### src/rtl/mm2fifo_pkg.sv
// Shared types, AXI encodings and elaboration-time helpers for the mm2fifo reader.
package mm2fifo_pkg;

    typedef enum logic [1:0] {
        IDLE = 2'd0,
        ADDR = 2'd1,
        DATA = 2'd2
    } state_t;

    localparam logic [1:0] AXI_BURST_INCR = 2'b01;
    localparam logic [3:0] AXI_CACHE_MOD  = 4'b0010;

    function automatic int clogb2(input int value);
        int result;
        int v;
        result = 0;
        v = value - 1;
        while (v > 0) begin
            result = result + 1;
            v = v >> 1;
        end
        return result;
    endfunction

    // Pixels are packed at 1, 2 or 4 bytes each.
    function automatic int cupperbytes(input int bits);
        if (bits <= 8) begin
            return 1;
        end else if (bits <= 16) begin
            return 2;
        end else begin
            return 4;
        end
    endfunction

endpackage

### src/rtl/mm2fifo_frame_cnt.sv
// Column/row position tracker for the frame being read; flags frame end and the first word of a frame.
module mm2fifo_frame_cnt
    import mm2fifo_pkg::*;
#(
    parameter int C_IMG_WBITS    = 12,
    parameter int C_IMG_HBITS    = 12,
    parameter int C_PIX_PER_WORD = 4
) (
    input  logic                   clk,
    input  logic                   rst,
    input  logic                   load,
    input  logic                   clear,
    input  logic                   beat,
    input  logic [C_IMG_WBITS-1:0] img_width,
    input  logic [C_IMG_HBITS-1:0] img_height,
    output logic                   final_data,
    output logic                   sof
);

    localparam logic [C_IMG_WBITS-1:0] PPW = C_IMG_WBITS'(C_PIX_PER_WORD);

    logic [C_IMG_WBITS-1:0] col_r;
    logic [C_IMG_HBITS-1:0] row_r;
    logic                   sof_r;

    // Position update: clear wins over a frame reload, which wins over a beat advance.
    always_ff @(posedge clk or posedge rst) begin
        if (rst) begin
            col_r <= '0;
            row_r <= '0;
            sof_r <= 1'b0;
        end else if (clear) begin
            col_r <= '0;
            row_r <= '0;
            sof_r <= 1'b0;
        end else if (load) begin
            col_r <= img_width - PPW;
            row_r <= img_height - C_IMG_HBITS'(1);
            sof_r <= 1'b1;
        end else if (beat) begin
            sof_r <= 1'b0;
            if (col_r != '0) begin
                col_r <= col_r - PPW;
            end else if (row_r != '0) begin
                col_r <= img_width - PPW;
                row_r <= row_r - C_IMG_HBITS'(1);
            end else begin
                col_r <= col_r;
                row_r <= row_r;
            end
        end else begin
            sof_r <= sof_r;
        end
    end

    assign final_data = (col_r == '0) && (row_r == '0);
    assign sof        = sof_r & beat;

endmodule

### src/rtl/mm2fifo_reader.sv
// AXI4 burst-read master streaming a memory frame buffer into a FIFO, one burst in flight.
// Optional: define MM2FIFO_RRESP_CHECK_EN to add the sticky rresp_err output.
module mm2fifo_reader
    import mm2fifo_pkg::*;
#(
    parameter int C_DATACOUNT_BITS   = 12,
    parameter int C_FIFO_DEPTH       = 2048,
    parameter int C_M_AXI_BURST_LEN  = 16,
    parameter int C_M_AXI_ID_WIDTH   = 1,
    parameter int C_M_AXI_ADDR_WIDTH = 32,
    parameter int C_M_AXI_DATA_WIDTH = 32,
    parameter int C_IMG_WBITS        = 12,
    parameter int C_IMG_HBITS        = 12,
    parameter int C_PIXEL_WIDTH      = 8
) (
    input  logic                          M_AXI_ACLK,
    input  logic                          M_AXI_ARESET,
    input  logic                          soft_resetn,
    output logic                          resetting,
`ifdef MM2FIFO_RRESP_CHECK_EN
    output logic                          rresp_err,
`endif
    input  logic [C_IMG_WBITS-1:0]        img_width,
    input  logic [C_IMG_HBITS-1:0]        img_height,
    input  logic [C_M_AXI_ADDR_WIDTH-1:0] base_addr,
    output logic                          frame_pulse,
    output logic [C_M_AXI_DATA_WIDTH-1:0] dout,
    output logic                          sof,
    output logic                          wr_en,
    input  logic                          full,
    input  logic [C_DATACOUNT_BITS-1:0]   wr_data_count,
    output logic [C_M_AXI_ID_WIDTH-1:0]   M_AXI_ARID,
    output logic [C_M_AXI_ADDR_WIDTH-1:0] M_AXI_ARADDR,
    output logic [7:0]                    M_AXI_ARLEN,
    output logic [2:0]                    M_AXI_ARSIZE,
    output logic [1:0]                    M_AXI_ARBURST,
    output logic                          M_AXI_ARLOCK,
    output logic [3:0]                    M_AXI_ARCACHE,
    output logic [2:0]                    M_AXI_ARPROT,
    output logic [3:0]                    M_AXI_ARQOS,
    output logic                          M_AXI_ARVALID,
    input  logic                          M_AXI_ARREADY,
    input  logic [C_M_AXI_ID_WIDTH-1:0]   M_AXI_RID,
    input  logic [C_M_AXI_DATA_WIDTH-1:0] M_AXI_RDATA,
    input  logic [1:0]                    M_AXI_RRESP,
    input  logic                          M_AXI_RLAST,
    input  logic                          M_AXI_RVALID,
    output logic                          M_AXI_RREADY
);

    localparam int BYTES_PER_WORD = C_M_AXI_DATA_WIDTH / 8;
    localparam int PIX_PER_WORD   = BYTES_PER_WORD / cupperbytes(C_PIXEL_WIDTH);
    localparam logic [C_M_AXI_ADDR_WIDTH-1:0] BURST_BYTES =
        C_M_AXI_ADDR_WIDTH'(C_M_AXI_BURST_LEN * BYTES_PER_WORD);

    state_t                        state_r;
    logic                          arvalid_r;
    logic [C_M_AXI_ADDR_WIDTH-1:0] araddr_r;
    logic                          frame_pulse_r;
    logic                          draining_r;

    int   free_space_s;
    logic space_ok_s;
    logic start_s;
    logic frame_start_s;
    logic drain_s;
    logic rready_s;
    logic accept_s;
    logic beat_s;
    logic clear_s;
    logic final_data_s;
    logic unused_s;

    // Issue/accept decisions; a soft reset taking effect mid-burst discards beats at once.
    always_comb begin
        free_space_s  = C_FIFO_DEPTH - int'(wr_data_count);
        space_ok_s    = (free_space_s >= C_M_AXI_BURST_LEN);
        start_s       = (state_r == IDLE) && soft_resetn && space_ok_s;
        frame_start_s = start_s && final_data_s;
        drain_s       = draining_r | ((state_r != IDLE) & ~soft_resetn);
        if (state_r == DATA) begin
            rready_s = drain_s | ~full;
        end else begin
            rready_s = 1'b0;
        end
        accept_s = M_AXI_RVALID & rready_s;
        beat_s   = accept_s & ~drain_s;
        clear_s  = (state_r == IDLE) & ~soft_resetn;
    end

    // Burst sequencer: IDLE waits for FIFO room, ADDR holds the request, DATA runs until RLAST.
    always_ff @(posedge M_AXI_ACLK or posedge M_AXI_ARESET) begin
        if (M_AXI_ARESET) begin
            state_r       <= IDLE;
            arvalid_r     <= 1'b0;
            araddr_r      <= '0;
            frame_pulse_r <= 1'b0;
            draining_r    <= 1'b0;
        end else begin
            frame_pulse_r <= 1'b0;
            case (state_r)
                IDLE: begin
                    draining_r <= 1'b0;
                    if (start_s) begin
                        state_r       <= ADDR;
                        arvalid_r     <= 1'b1;
                        frame_pulse_r <= final_data_s;
                        araddr_r      <= final_data_s ? base_addr : araddr_r + BURST_BYTES;
                    end
                end
                ADDR: begin
                    if (!soft_resetn) begin
                        draining_r <= 1'b1;
                    end
                    if (M_AXI_ARREADY) begin
                        arvalid_r <= 1'b0;
                        state_r   <= DATA;
                    end
                end
                DATA: begin
                    if (!soft_resetn) begin
                        draining_r <= 1'b1;
                    end
                    if (accept_s && M_AXI_RLAST) begin
                        state_r <= IDLE;
                    end
                end
                default: begin
                    state_r   <= IDLE;
                    arvalid_r <= 1'b0;
                end
            endcase
        end
    end

    mm2fifo_frame_cnt #(
        .C_IMG_WBITS   (C_IMG_WBITS),
        .C_IMG_HBITS   (C_IMG_HBITS),
        .C_PIX_PER_WORD(PIX_PER_WORD)
    ) u_frame_cnt (
        .clk       (M_AXI_ACLK),
        .rst       (M_AXI_ARESET),
        .load      (frame_start_s),
        .clear     (clear_s),
        .beat      (beat_s),
        .img_width (img_width),
        .img_height(img_height),
        .final_data(final_data_s),
        .sof       (sof)
    );

`ifdef MM2FIFO_RRESP_CHECK_EN
    logic rresp_err_r;

    // Sticky slave-error flag for the current frame; errored beats are still forwarded.
    always_ff @(posedge M_AXI_ACLK or posedge M_AXI_ARESET) begin
        if (M_AXI_ARESET) begin
            rresp_err_r <= 1'b0;
        end else if (frame_start_s) begin
            rresp_err_r <= 1'b0;
        end else if (accept_s && M_AXI_RRESP[1]) begin
            rresp_err_r <= 1'b1;
        end else begin
            rresp_err_r <= rresp_err_r;
        end
    end

    assign rresp_err = rresp_err_r;
`endif

    assign unused_s = ^{M_AXI_RID, M_AXI_RRESP};

    assign resetting     = M_AXI_ARESET | draining_r | ~soft_resetn;
    assign frame_pulse   = frame_pulse_r;
    assign dout          = M_AXI_RDATA;
    assign wr_en         = beat_s;
    assign M_AXI_RREADY  = rready_s;
    assign M_AXI_ARVALID = arvalid_r;
    assign M_AXI_ARADDR  = araddr_r;
    assign M_AXI_ARID    = '0;
    assign M_AXI_ARLEN   = 8'(C_M_AXI_BURST_LEN - 1);
    assign M_AXI_ARSIZE  = 3'(clogb2(BYTES_PER_WORD));
    assign M_AXI_ARBURST = AXI_BURST_INCR;
    assign M_AXI_ARLOCK  = 1'b0;
    assign M_AXI_ARCACHE = AXI_CACHE_MOD;
    assign M_AXI_ARPROT  = 3'b000;
    assign M_AXI_ARQOS   = 4'b0000;

endmodule
### config.mk
export PLATFORM = sky130hd
export DESIGN_NAME = mm2fifo_reader
export DESIGN_NICKNAME = d
export VERILOG_FILES = /design/src/rtl/mm2fifo_pkg.sv /design/src/rtl/mm2fifo_frame_cnt.sv /design/src/rtl/mm2fifo_reader.sv
export SDC_FILE = /design/constraint.sdc
export NUM_CORES = 1
export LEC_CHECK = 0
export ABC_AREA = 1
export ABC_CLOCK_PERIOD_IN_PS = 6400
export BUFFER_PORTS_ARGS = -buffer_cell sky130_fd_sc_hd__clkbuf_2
export CAP_MARGIN = 15
export CORE_ASPECT_RATIO = 0.5
export CORE_MARGIN = 5
export CORE_UTILIZATION = 45
export CTS_CLUSTER_DIAMETER = 150
export DETAILED_ROUTE_END_ITERATION = 7
export PLACE_DENSITY = 0.75
export SLEW_MARGIN = 25
export SYNTH_ARGS = -nofsm -noshare
export SYNTH_HDL_FRONTEND = slang
export SYNTH_HIERARCHICAL = 1
export SYNTH_SLANG_ARGS = --single-unit
### constraint.sdc
create_clock -name M_AXI_ACLK -period 6.4 [get_ports M_AXI_ACLK]
set_clock_uncertainty 0.05 [all_clocks]
set_input_delay 0.32 -clock M_AXI_ACLK [delete_from_list [all_inputs] [get_ports M_AXI_ACLK]]
set_output_delay 0.32 -clock M_AXI_ACLK [all_outputs]
set_load 0.05 [all_outputs]
==> results of run 1 <==
-- metal layers --
layer | up-vias | GRT usage | part of all wire
met4 | 0 | 0.0624 | 0.016
met2 | 147 | 0.326 | 0.46
li1 | 2636 | - | -
met1 | 2316 | 0.250 | 0.46
met5 | - | 0 | 0
met3 | 39 | 0.0449 | 0.065
-- per-stage QoR --
| stage | util | std cells | setup slack [ns] |
|---|---|---|---|
| 6_report | 0.511 | 1064 | 3.04 |
| 5_1_grt | 0.511 | 1064 | 2.67 |
| 4_1_cts | 0.511 | 1064 | 3.03 |
| 3_5_place_dp | 0.483 | 1048 | 3.05 |
| 3_3_place_gp | 0.483 | 1048 | 3.08 |
| 2_1_floorplan | - | 842 | 3.27 |
-- critical path: stages (launching register included) --
cell	delay [ns]
dfrtp_1	0.39
inv_1	0.10
ha_1	0.17
nand2_1	0.07
nor2_1	0.11
nand4_1	0.20
nor3_2	0.22
buf_4	0.30
inv_1	0.10
nor2_2	0.11
buf_4	0.33
nand2_1	0.11
o21ai_2	0.11
ha_1	0.22
nand3_1	0.12
nor2_4	0.18
nand3_1	0.11
xor2_1	0.15
nand2_1	0.05
nand2_1	0.05
-- flip-flops by register name, indices dropped and copies added, names as in the netlist --
| name | cells |
|---|---|
| u_frame_cnt/col_r | 12 |
| state_r | 2 |
| M_AXI_ARVALID | 1 |
| frame_pulse | 1 |
| M_AXI_ARADDR | 32 |
| draining_r | 1 |
| u_frame_cnt/sof_r | 1 |
| u_frame_cnt/row_r | 12 |
-- synth_stat cells, types with 7 or more instances --
cell,instances,area [µm²]
nand2_1,265,995
nor2_2,9,56.3
buf_2,9,45.0
o21ai_1,10,50.1
xor2_1,10,87.6
buf_4,59,443
or2_2,7,43.8
o21ai_2,7,61.3
ha_1,9,113
nand2_2,9,56.3
dfrtp_1,62,1550
o21ai_0,28,140
a21oi_1,13,65.1
inv_1,82,308
buf_6,7,78.8
nor2_1,104,390
nand3_1,71,355
-- area by class of cell --
class	instances	area, µm²
Clock buffer	13	270
Sequential cell	62	1550
Fill cell	1220	5720
Timing Repair Buffer	116	591
Inverter	87	327
Clock inverter	3	65.1
Multi-Input combinational cell	618	2970
Tap cell	165	206
-- power by group through the flow --
stage / clock network (mW) / registers, mW / logic (mW)
2_1_floorplan: 0 / 0.901 / 0.959
3_3_place_gp: 0 / 0.697 / 1.36
3_5_place_dp: 0 / 0.704 / 1.39
4_1_cts: 0.563 / 0.700 / 1.40
5_1_grt: 0.583 / 0.727 / 1.56
6_report: 0.547 / 0.705 / 1.40
-- worst max-delay path by stage --
stage	to	slack, ns	cells past startpoint
2_1_floorplan	u_frame_cnt/row_r[6]$_DFFE_PP0P_	3.27	22
4_1_cts	u_frame_cnt/row_r[6]$_DFFE_PP0P_	3.03	19
3_3_place_gp	u_frame_cnt/row_r[6]$_DFFE_PP0P_	3.08	19
3_5_place_dp	u_frame_cnt/row_r[6]$_DFFE_PP0P_	3.05	19
6_report	u_frame_cnt/row_r[6]$_DFFE_PP0P_	3.04	19
5_1_grt	u_frame_cnt/row_r[6]$_DFFE_PP0P_	2.67	19
-- kinds of logic (layout without fill, tap and decap cells) --
kind of cell / Yosys count / in the layout / share of synthesized area
xor gates and xnor gates: 13 / 13 / 0.0214
adders and majority gates: 9 / 9 / 0.0212
buffers and inverters: 162 / 219 / 0.168
AOI/OAI and AO/OA: 69 / 69 / 0.0743
other: 2 / 26 / 0.00141
DFF: 62 / 62 / 0.292
and+or+nand+nor: 501 / 501 / 0.422
==> run metrics, run 1 <==
fraction of layout cells with a size suffix above 1=0.214; Final Hold Fails=8; Min Hold Slack=-0.00142 ns; Pre-antenna DRT Iters=4; Internal Power=1.31 mW; failing checks=negative hold slack; Max clock buf depth=2; commonest non-fill, non-tap cell in the layout=nand2_1; CTS buffer count=9; Vias=5138; crit path DAT=3.54 ns; Relative slew margins=0.353; minimum clock period=3.36 ns; WS Path Type=reg2reg; Post-CTS Setup Bufs=0; Worst Tran Pin Value=0.967 ns; combinational share of power=0.527; core box area=11700 µm²; DR iter-0 viols=255; Antenna Diode Count=0; P_leak=3.27 nW; Top FF cell, synth=dfrtp_1; Worst-path clk slew=0.05 ns; Post-Syn Area per Cell=6.50 µm²; initial antenna violation count=0; Net Sw Power=1.34 mW; number of global-route vias before repair=4991; Placed Area=5650 µm²; Post-CTS Resized=0; clk_lat worst skew=0.33 ns; clock root cell=clkbuf_16; Die ar.=14200 µm²; most frequent cells in the layout=nand2_1 (265), clkbuf_2 (112), nor2_1 (103); sequential share of power=0.266; number of max-cap violations=0; drt wl/cell=12.6 µm; Die X=164 µm; Tcrit/Tclk final=0.526; Rows=28; DRC viols=0; RSZ-0062 raised after global routing=no; worst reg-to-reg path cell count=19; fmax=297 MHz; worst r2r dst=u_frame_cnt/row_r[6]$_DFFE_PP0P_; status=finished, violations left; pwr dens=443 nW/µm²; Layout area overhead=12.5%; total grt overflow=0; Post-Route WL=13.4 mm; Final Max Slew Viols=0; CP Max Fanout=24; IO buf count=112; Die H=86.9 µm; final instance area=5980 µm²; VDD IR max=0.000189 V; largest net degree at the start of global routing=39; Clk pwr share=0.207; Required @ worst endpoint=6.57 ns; Hold/Removal Path Class=in2async; # H-tree levels=3; ys async rst share=1.00; GPL Wtd Cong=0.957; crit path capture type=flip-flop; GRT Resource Usage Total=0.194; Fin Setup TNS=0 ns; Post-layout nets=1013; hold_buf cts=0; Sw Ratio=0.505; initial cell density of the core=0.455; Post-DRT Antenna Nets=0; register area share after synthesis=0.292; Crit. Startpoint=u_frame_cnt/col_r[2]$_DFFE_PP0P_; Cell variety after synth=37; first-pass GRT wire length=22.7 mm; Ports=206; Setup-failing EPs final=0; reg2reg setup slack=3.04 ns; YS warnings=6; CTS tree=built; Post-synth EDFFs=0; critical path launch point type=flip-flop; Post-Syn Instances=818; total power=2.65 mW; DP HPWL=10.3 mm; Crit Reg-Reg Startpoint=u_frame_cnt/col_r[2]$_DFFE_PP0P_; vias per std cell=4.83; clock sinks=62; flops & latches, synth=62; Mapped Area=5320 µm²
Note: power is estimated with default switching activity, not from simulation.
==> run 2: changes to the inputs <==
ABC_CLOCK_PERIOD_IN_PS = 3100   (was 6400)
clock period = 3.1 ns   (was 6.4 ns; I/O delays follow)
==> run metrics, run 2 (synthesized netlist as in run 1, its figures left out) <==
critical path launch point type=flip-flop; P_leak=3.32 nW; final instance area=6120 µm²; critical path, cell by cell=inv_1 -> ha_1 -> nand2_1 -> nor2_1 -> nand4_1 -> nor3_2 -> inv_1 -> nor2_4 -> buf_4 -> inv_2 -> nand2_1 -> nand2_1 -> inv_1 -> nand3_2 -> nor2_2 -> nand3_1 -> nand3_1 -> nand2_1; Antenna Diode Count=0; drt wl/cell=12.6 µm; Tcrit/Tclk final=0.923; Die X=164 µm; worst reg-to-reg path cell count=18; total power=5.41 mW; Ports=206; total grt overflow=0; WP buf/inv=5; number of flip-flops in the largest register=32; Crit Reg-Reg Startpoint=u_frame_cnt/col_r[3]$_DFFE_PP0P_; Fin Setup TNS=0 ns; clock sinks=62; Final Max Slew Viols=0; Placed Area=5690 µm²; minimum clock period=2.86 ns; Rows=28; final cell count without fillers=1080; Worst Tran Pin Value=0.538 ns; initial cell density of the core=0.455; Relative slew margins=0.641; slowest stage cell on the critical path=dfrtp_1; hold path cells=3; clk_lat worst skew=0.34 ns; Die H=86.9 µm; WS Path Type=reg2reg; DP HPWL=10.5 mm; number of global-route vias before repair=4994; CTS tree=built; slowest stage delay, CP=0.39 ns; GPL Wtd Cong=0.918; number of max-cap violations=0; DR iter-0 viols=238; Max clock buf depth=2; clock root cell=clkbuf_16; core box area=11700 µm²; VDD IR max=0.000412 V; Post-DRT Antenna Nets=0; crit path capture type=flip-flop; reg2reg setup slack=0.24 ns; most frequent cells in the layout=nand2_1 (265), clkbuf_2 (112), nor2_1 (102); Hold Crit Endpoint=M_AXI_ARADDR[8]$_DFFE_PP0P_; Hold/Removal Path Class=in2reg; Die ar.=14200 µm²; status=completed; crit path DAT=3.04 ns; Vias=5213; GRT Resource Usage Total=0.196; RSZ-0062 raised after global routing=no; Setup-failing EPs final=0; CP Max Fanout=8; initial antenna violation count=0; Crit path max-delay family=simple AND/OR/NAND/NOR gates; worst slack at placement=0.249 ns; commonest non-fill, non-tap cell in the layout=nand2_1; Required @ worst endpoint=3.27 ns; fraction of layout cells with a size suffix above 1=0.223; IO buf count=112; largest net degree at the start of global routing=38; first-pass GRT wire length=23.0 mm; setup ws final=0.237 ns; worst r2r dst=u_frame_cnt/row_r[11]$_DFFE_PP0P_; Worst-path clk slew=0.06 ns; Layout area overhead=15.0%; CTS buffer count=9; # H-tree levels=3; most used cell, CP=nand2_1; vias per std cell=4.83; fmax=349 MHz; Final Hold Fails=0; DRC viols=0; Hold Startpoint=base_addr[8]; Pre-antenna DRT Iters=5; Post-layout nets=1029; Post-Route WL=13.6 mm; pwr dens=884 nW/µm²; placed cell count=1053
==> run 2: report_power, final <==
group / leakage [nW] / switching [mW] / total, mW / internal, mW
registers: 0.782 / 0.352 / 1.45 / 1.09
logic: 2.39 / 2.05 / 2.93 / 0.871
clock network: 0.143 / 0.404 / 1.04 / 0.632
total: 3.32 / 2.81 / 5.41 / 2.60
==> run 2: what timing repair did <==
| item | 4_1_cts | 5_1_grt |
|---|---|---|
| gates resized for setup | 0 | 3 |
| hold buffers | 10 | 0 |
| endpoints found under the hold margin | 46 | 0 |
| buffers inserted | 0 | 1 |
| setup endpoints to repair | 0 | 6 |
==> run 2: cell type report <==
type | count | area [µm²]
Inverter | 87 | 327
Timing Repair Buffer | 132 | 736
Clock inverter | 7 | 80.1
Clock buffer | 9 | 225
Fill cell | 1197 | 5590
Sequential cell | 62 | 1550
Multi-Input combinational cell | 618 | 2990
Tap cell | 165 | 206
==> run 2: per-stage QoR <==
stage | util | hold WS [ns]
after floorplan | - | 0.132
after global placement | 0.486 | 0.260
after detailed placement | 0.486 | 0.260
after CTS | 0.521 | 0.00248
after global routing | 0.523 | 0.00570
final | 0.523 | 0.00733
==> run 2: worst max path at each step <==
stage | start | endpoint | slack, ns | depth (start not counted)
final | u_frame_cnt/col_r[3]$_DFFE_PP0P_ | u_frame_cnt/row_r[11]$_DFFE_PP0P_ | 0.24 | 18
after global routing | u_frame_cnt/col_r[3]$_DFFE_PP0P_ | u_frame_cnt/row_r[6]$_DFFE_PP0P_ | 0.03 | 17
after CTS | u_frame_cnt/col_r[3]$_DFFE_PP0P_ | u_frame_cnt/row_r[10]$_DFFE_PP0P_ | 0.24 | 17
after detailed placement | u_frame_cnt/col_r[3]$_DFFE_PP0P_ | u_frame_cnt/row_r[6]$_DFFE_PP0P_ | 0.25 | 17
after global placement | u_frame_cnt/col_r[2]$_DFFE_PP0P_ | u_frame_cnt/row_r[11]$_DFFE_PP0P_ | 0.35 | 19
after floorplan | u_frame_cnt/col_r[2]$_DFFE_PP0P_ | u_frame_cnt/row_r[6]$_DFFE_PP0P_ | 0.006 | 22
==> run 2: metal layers <==
metal  GRT usage  wire length (µm)  vias to the layer above  share of wire
li1            -                 -                     2660              -
met1       0.253              6020                     2362           0.44
met2       0.343              6350                      156           0.47
met3      0.0374               940                       35          0.069
met4      0.0533               255                        0          0.019
met5           0                 0                        -              0
==> run 2: tightest hold or removal path, delay by kind of cell <==
family | cells | cell delay, ns
buffers and inverters | 1 | 0.08
AND/OR/NAND/NOR | 2 | 0.11
